==> src/rtl/sample_rate_gen_if.sv <==
// Request/ack and status bundle between the rate generator and the SPI read path.
interface sample_rate_gen_if;
   logic        iEnable;
   logic [15:0] iRateSec;
   logic        iAck;
   logic        oReq;
   logic [15:0] oReqCnt;
   logic [15:0] oMissCnt;
   logic        oActive;

   modport master (
      input  iEnable,
      input  iRateSec,
      input  iAck,
      output oReq,
      output oReqCnt,
      output oMissCnt,
      output oActive
   );

   modport slave (
      output iEnable,
      output iRateSec,
      output iAck,
      input  oReq,
      input  oReqCnt,
      input  oMissCnt,
      input  oActive
   );
endinterface

==> src/rtl/sample_rate_gen.sv <==
// Issues sensor read requests at iRateSec per second, spread evenly by a phase accumulator
// modulo CLK_HZ; counts accepted requests and ticks dropped while one was still pending.
module sample_rate_gen #(
   parameter int unsigned CLK_HZ = 50000000,
   parameter int unsigned ACC_W  = 32
) (
   input  logic              iClk50M,
   input  logic              iRst_n,
   sample_rate_gen_if.master bus
);

   typedef enum logic {StIdle, StRun} state_e;

   localparam logic [ACC_W-1:0] LP_MOD = ACC_W'(CLK_HZ);

   state_e           r_state, w_state_nxt;
   logic [ACC_W-1:0] r_acc, w_acc_nxt;
   logic [15:0]      r_rate, w_rate_nxt;
   logic             r_req, w_req_nxt;
   logic [15:0]      r_req_cnt, w_req_cnt_nxt;
   logic [15:0]      r_miss_cnt, w_miss_cnt_nxt;

   logic [ACC_W-1:0] w_sum;
   logic             w_tick;
   logic             w_exit;
   logic             w_accept;

   assign w_sum    = r_acc + ACC_W'(r_rate);
   assign w_accept = r_req & bus.iAck;

   always_comb begin
      w_state_nxt = r_state;
      w_acc_nxt   = r_acc;
      w_rate_nxt  = r_rate;
      w_tick      = 1'b0;
      w_exit      = 1'b0;
      unique case (r_state)
         StIdle: begin
            if (bus.iEnable) begin
               w_state_nxt = StRun;
               w_acc_nxt   = '0;
               w_rate_nxt  = bus.iRateSec;
            end
         end
         StRun: begin
            if (!bus.iEnable) begin
               w_state_nxt = StIdle;
               w_acc_nxt   = '0;
               w_exit      = 1'b1;
            end else if (bus.iRateSec != r_rate) begin
               // Restart the phase so the new rate takes effect cleanly next cycle.
               w_rate_nxt = bus.iRateSec;
               w_acc_nxt  = '0;
            end else if (w_sum >= LP_MOD) begin
               w_tick    = 1'b1;
               w_acc_nxt = w_sum - LP_MOD;
            end else begin
               w_acc_nxt = w_sum;
            end
         end
      endcase
   end

   always_comb begin
      w_req_nxt      = r_req;
      w_miss_cnt_nxt = r_miss_cnt;
      w_req_cnt_nxt  = r_req_cnt;
      if (w_accept) begin
         w_req_cnt_nxt = r_req_cnt + 16'd1;
      end
      if (w_tick && (!r_req || w_accept)) begin
         w_req_nxt = 1'b1;
      end else if (w_tick) begin
         // Controller still busy: the tick is dropped, never queued.
         if (r_miss_cnt != 16'hFFFF) begin
            w_miss_cnt_nxt = r_miss_cnt + 16'd1;
         end
      end else if (w_accept) begin
         w_req_nxt = 1'b0;
      end
      if (w_exit) begin
         w_req_nxt = 1'b0;
      end
   end

   always_ff @(posedge iClk50M or negedge iRst_n) begin
      if (!iRst_n) begin
         r_state    <= StIdle;
         r_acc      <= '0;
         r_rate     <= '0;
         r_req      <= 1'b0;
         r_req_cnt  <= '0;
         r_miss_cnt <= '0;
      end else begin
         r_state    <= w_state_nxt;
         r_acc      <= w_acc_nxt;
         r_rate     <= w_rate_nxt;
         r_req      <= w_req_nxt;
         r_req_cnt  <= w_req_cnt_nxt;
         r_miss_cnt <= w_miss_cnt_nxt;
      end
   end

   assign bus.oReq     = r_req;
   assign bus.oReqCnt  = r_req_cnt;
   assign bus.oMissCnt = r_miss_cnt;
   assign bus.oActive  = (r_state == StRun);

endmodule

==> src/flat_wrapper.sv <==
// flat-port wrapper written by rule: the top's interface ports become plain ports
module sample_rate_gen_flat 
#(
   parameter int unsigned CLK_HZ = 50000000,
   parameter int unsigned ACC_W  = 32
)
  (iClk50M, iRst_n, bus_iEnable, bus_iRateSec, bus_iAck, bus_oReq, bus_oReqCnt, bus_oMissCnt, bus_oActive);
  sample_rate_gen_if bus_i ();
  input  logic iClk50M;
  input  logic iRst_n;
  input wire logic [$bits(bus_i.iEnable)-1:0] bus_iEnable;
  input wire logic [$bits(bus_i.iRateSec)-1:0] bus_iRateSec;
  input wire logic [$bits(bus_i.iAck)-1:0] bus_iAck;
  output wire logic [$bits(bus_i.oReq)-1:0] bus_oReq;
  output wire logic [$bits(bus_i.oReqCnt)-1:0] bus_oReqCnt;
  output wire logic [$bits(bus_i.oMissCnt)-1:0] bus_oMissCnt;
  output wire logic [$bits(bus_i.oActive)-1:0] bus_oActive;
  assign bus_i.iEnable = bus_iEnable;
  assign bus_i.iRateSec = bus_iRateSec;
  assign bus_i.iAck = bus_iAck;
  assign bus_oReq = bus_i.oReq;
  assign bus_oReqCnt = bus_i.oReqCnt;
  assign bus_oMissCnt = bus_i.oMissCnt;
  assign bus_oActive = bus_i.oActive;
  sample_rate_gen #(.CLK_HZ(CLK_HZ), .ACC_W(ACC_W)) u_core (.iClk50M(iClk50M), .iRst_n(iRst_n), .bus(bus_i));
endmodule
==> config.mk <==
export PLATFORM = sky130hd
export DESIGN_NAME = sample_rate_gen_flat
export DESIGN_NICKNAME = d
export VERILOG_FILES = /design/src/rtl/sample_rate_gen_if.sv /design/src/rtl/sample_rate_gen.sv /design/src/flat_wrapper.sv
export SDC_FILE = /design/constraint.sdc
export NUM_CORES = 1
export LEC_CHECK = 0
export BUFFER_PORTS_ARGS = -buffer_cell sky130_fd_sc_hd__clkbuf_2
export CELL_PAD_IN_SITES_DETAIL_PLACEMENT = 0
export CELL_PAD_IN_SITES_GLOBAL_PLACEMENT = 1
export CORE_MARGIN = 8
export CORE_UTILIZATION = 50
export CTS_CLUSTER_SIZE = 28
export DETAILED_ROUTE_END_ITERATION = 8
export PLACE_DENSITY = 0.9
export SLEW_MARGIN = 5
export SYNTH_ARGS = -nofsm -noshare
export SYNTH_HDL_FRONTEND = slang
export SYNTH_SLANG_ARGS = --single-unit
==> constraint.sdc <==
create_clock -name iClk50M -period 7.1 [get_ports iClk50M]
set_input_delay 0.355 -clock iClk50M [delete_from_list [all_inputs] [get_ports iClk50M]]
set_output_delay 0.355 -clock iClk50M [all_outputs]
set_load 0.1 [all_outputs]
# [Yosys cells after proc, flatten, opt, wreduce, memory -nomap -nowiden]
# Index checks and enable logic that the tools add are counted.
[word_totals] inputBits=20 regBits=82
[classes] muxes=20 eq_ne=6 bitwise=3 n_addsub=4 n_reduce_logical=7 order_cmp=1
[ops] op="2-to-1 mux 32 bit" n=4
[ops] op="case mux 32 bit (2 select lines)" n=1
[ops] op="2-to-1 mux 16 bit" n=3
[ops] op="adder 16 x 1 -> 16 bit, second input constant" n=2
[ops] op="adder 32 x 16 -> 32 bit" n=1
[ops] op=">= comparator 32 x 26 -> 1 bit, second input constant" n=1
[ops] op="case mux 16 bit (2 select lines)" n=1
[ops] op="subtractor 32 x 26 -> 32 bit, second input constant" n=1
[ops] op="!= test 16 bit" n=1
[ops] op="!= test 16 bit, second input constant" n=1
[ops] op="2-to-1 mux 1 bit" n=11
[ops] op="!= test 2 bit, second input constant" n=3
[ops] op="AND reduction 3 bit" n=2
[ops] op="!= test 3 bit, second input constant" n=1
[ops] op="nonzero test 3 bit" n=1
[ops] op="inverter 1 bit" n=2
[ops] op="AND reduction 2 bit" n=1
[ops] op="AND 1 bit" n=1
[ops] op="logical AND 1 bit" n=1
[ops] op="zero test 1 bit" n=1
[ops] op="logical OR 1 bit" n=1

# [Logic depth before layout (Yosys ltp)]
[logic_depth] word_depth=9 ltp_mapped=15 mapped_depth_nobuf=14

# [Least setup slack after synthesis]
# Ideal clock, no wire load.
[synth_timing] path_kind="register -> register" start="register u_core.r_rate[0]" end="register u_core.r_acc[25]" period_less_slack_ns=3.980 setup_time_ns=0.069 n_path_buf=1 arrival_time_ns=3.911 setup_slack_ns=3.120 stages_incl_launch_ff=15 cell_sequence="dfrtp_1 > ha_1 > fa_1 > a211oi_2 > o211ai_2 > a211oi_4 > nor3_4 > a311o_1 > o31a_1 > a2111oi_4 > a21bo_2 > buf_4 > mux2i_1 > or4_1 > nand3_1"
[synth_via] elab_chain_cells=6 word_cells_on_any_way=8 classes_between="add/sub: 2; order compare: 1; eq/ne: 1; mux: 4"
[synth_lines] element="from (decl)" line_no="sample_rate_gen.sv:18" text="logic [15:0] r_rate, w_rate_nxt;"
[synth_lines] element="from (signal assigned)" line_no="sample_rate_gen.sv:97" text="r_rate <= w_rate_nxt;"
[synth_lines] element="adder 32 x 16 -> 32 bit" line_no="sample_rate_gen.sv:28" text="assign w_sum = r_acc + ACC_W'(r_rate);"
[synth_lines] element="subtractor 32 x 26 -> 32 bit or >= comparator 32 x 26 -> 1 bit (tied branches)" line_no="sample_rate_gen.sv:56, sample_rate_gen.sv:54"
[synth_lines] element="2-to-1 mux 32 bit" line_no="sample_rate_gen.sv:54" text="end else if (w_sum >= LP_MOD) begin"
[synth_lines] element="2-to-1 mux 32 bit (*)" line_no="sample_rate_gen.sv:50" text="end else if (bus.iRateSec != r_rate) begin"
[synth_lines] element="2-to-1 mux 32 bit (*)" line_no="sample_rate_gen.sv:46" text="if (!bus.iEnable) begin"
[synth_lines] element="case mux 32 bit (2 select lines) (*)" line_no="sample_rate_gen.sv:37" text="unique case (r_state)"
[synth_lines] element="to (signal assigned)" line_no="sample_rate_gen.sv:96" text="r_acc <= w_acc_nxt;"
[synth_lines] element="to (decl)" line_no="sample_rate_gen.sv:17" text="logic [ACC_W-1:0] r_acc, w_acc_nxt;"
# Every way passes the cells marked *; elsewhere a longest branch is shown, timed or not.
# A chain may end at the register's enable or synchronous reset.

# [Worst setup path after layout]
[layout_timing] start="register u_core.r_rate[0]" end="register u_core.r_acc[18]"
# Same word-level chain as after synthesis.

==> run metrics <==
all-layer global routing usage 0.1946; # nets final 696; Pins Over Slew Limit 0; Peak VDD IR 0.0001414 V; Starting Density 0.5080; Die X 123.2 um; clk root buf clkbuf_16; number of synthesized flops with an enable pin 0; post-route ant nets 0; Yosys top cell area share 0.3568; first-pass GRT wire length 23.60 mm; synthesized cell area 5751 sq um; largest net degree at the start of global routing 83; Reg clk slew, reported paths 0.06 ns; r2r startpoint u_core.r_rate[0]; Layout area overhead 11.10%; share of layout cells above drive strength 1 0.1833; first-pass detailed-route iteration total 5; # H-tree levels 3; full die area 15,190 sq um; Pwr Density 167.0 nW/um^2; # fillers 1,018; Tmin final 4.667 ns; num rows 39; CP Launch Type flip-flop; Initial DRC Count 353; Final Util 0.5643; final wirelength 14.32 mm; top cells by count, synth dfrtp_1 (82), nand2_1 (71), xnor2_1 (48); Hold Buf Count CTS 0; CP peak stage delay 0.53 ns; dpl hpwl 10.83 mm; final setup TNS 0 ns; Final Skew 0.009664 ns; Cell variety after synth 80; GP Congestion 0.9039; CTS tree built; Post-CTS Setup Repair Bufs 0; core area 11,320 sq um; synthesized flop and latch total 82; RSZ-0062 raised after global routing no; Worst Tran Pin Value 1.050 ns; slowest stage cell on the critical path a21boi_4; Num Clock Sinks 82; wire per inst 17.84 um; die height 123.2 um; total I/O pin count 54; CP startpoint u_core.r_rate[0]; Post-Syn Area per Cell 9.381 sq um; ant diodes 0; reg2reg path depth 13; Hold Vio Cnt, Final 0; total number of vias 4,756; most frequent cell after synthesis dfrtp_1; register area share after synthesis 0.3568; CTS buffer count 9; Setup crit end kind flip-flop; Worst Path Required 7.35 ns; critical path class reg -> reg; final period utilization 0.6574; critical path buffer and inverter count 0; Arr. time, crit path 4.92 ns; reg2reg setup slack 2.43 ns; Syn Inst Count 613; Max FO, Critical Path 14; IO Port Bufs 53; status complete, no violations; Via density 5.923; ranking of synthesized cells by area dfrtp_1 (36%), xnor2_1 (7.3%), xor2_1 (5.5%); CTS Buffer Depth 2; GR Overflow Total 0; largest area contributor in the netlist dfrtp_1; syn_nets 653; Synth Flop Type dfrtp_1; number of global-route vias before repair 4,723; Ys Warns 0; Slew headroom 0.2999; LEAKAGE 2.844 nW; worst path cell trace ha_1 -> fa_1 -> a211oi_2 -> o211ai_2 -> a211oi_4 -> nor3_1 -> xnor2_1 -> o311ai_2 -> a2111oi_4 -> a21boi_4 -> o21ai_0 -> a2111oi_2 -> a2bb2oi_1; Worst-Skew Late Latency 0.34 ns; initial antenna violation count 0; post_cts resized 0; DRC Markers 0; Hold Crit Class in -> async; async set-or-reset flop fraction in the synthesized netlist 1.000; CP top delay family compound AO/OA/AOI/OAI gates; fmax 214.3 MHz; max-capacitance violation count 0; r2r endpoint u_core.r_acc[18]; setup violators final 0
## cells in the final DEF (no fill, tap or decap), types with 3 or more instances in the layout
cell type and instances:
and2_1 3, clkbuf_16 9, xnor2_1 48, and4_1 3, or2_2 3, o21a_1 9
nor4_1 5, nand2_1 71, o21ai_1 7, a21o_1 6, nor3b_1 5, mux2i_1 3
and3_1 12, or3_1 6, o31ai_1 4, o21ai_0 38, a22o_1 4, nand3_1 32
a211oi_1 6, nor2_1 40, nor3_1 12, a21oi_1 22, clkbuf_2 52, ha_1 19
o211ai_1 5, inv_1 12, mux2_2 18, nand4_1 13, dfrtp_1 82, xor2_1 36
## cell type report
type / instances / area, sq um / area share
clock inverter: 5 / 56.30 / 0.008813
timing repair buffer: 54 / 275.3 / 0.04309
inverter: 12 / 45.04 / 0.007051
sequential: 82 / 2052 / 0.3212
multi-input combinational: 497 / 3552 / 0.5560
clock buffer: 10 / 229.0 / 0.03584
tap: 143 / 178.9 / 0.02801
## where the power goes
group          internal [mW]  leakage [nW]  total (mW)  switching (mW)
Sequential             0.477          1.09       0.491          0.0141
Combinational         0.0443          1.61       0.116          0.0718
Clock                  0.270         0.138       0.460           0.190
## metal layers
| layer | GRT usage | routed length [um] | vias up |
|---|---|---|---|
| met3 | 0.03470 | 963 | 19 |
| met5 | 0 | 0 | - |
| met1 | 0.2592 | 6668 | 2280 |
| met4 | 0.07148 | 222 | 0 |
| met2 | 0.3106 | 6468 | 148 |
| li1 | - | - | 2309 |
## flip-flops by register name (all words and copies together), names as in the netlist
| signal | count |
|---|---|
| u_core.bus.oReq | 1 |
| u_core.r_rate | 16 |
| u_core.bus.oMissCnt | 16 |
| u_core.r_acc | 32 |
| u_core.bus.oActive | 1 |
| u_core.bus.oReqCnt | 16 |
## stage by stage
stage / area [sq um] / power (mW) / std cells / hold slack (ns) / setup WS [ns]
global route: 6389 / 1.112 / 803 / 0.2757 / 2.085
floorplan: 5751 / 0.5741 / 613 / 0.05941 / 3.120
CTS: 6389 / 1.075 / 803 / 0.2508 / 2.475
global placement: 6103 / 0.6113 / 788 / 0.4610 / 2.666
detailed placement: 6103 / 0.6145 / 788 / 0.4741 / 2.497
finish: 6389 / 1.067 / 803 / 0.1774 / 2.433
## cells by family after synthesis
kind of cell / Yosys count / synth area share
XOR/XNOR: 85 / 0.1308
buffers and inverters: 34 / 0.02589
adder cells (fa/ha/maj): 20 / 0.04482
flip-flops: 82 / 0.3568
AO/OA/AOI/OAI: 141 / 0.1884
multiplexers: 21 / 0.04047
AND/OR/NAND/NOR: 230 / 0.2128
## how the worst max path moves through the flow
stage | to | slack (ns) | depth (start not counted)
finish | u_core.r_acc[18] | 2.43 | 13
global route | u_core.r_acc[18] | 2.09 | 13
floorplan | u_core.r_acc[25] | 3.12 | 14
global placement | u_core.r_acc[18] | 2.67 | 13
detailed placement | u_core.r_acc[18] | 2.50 | 13
CTS | u_core.r_acc[18] | 2.47 | 13
(Power assumes the default switching activity.)
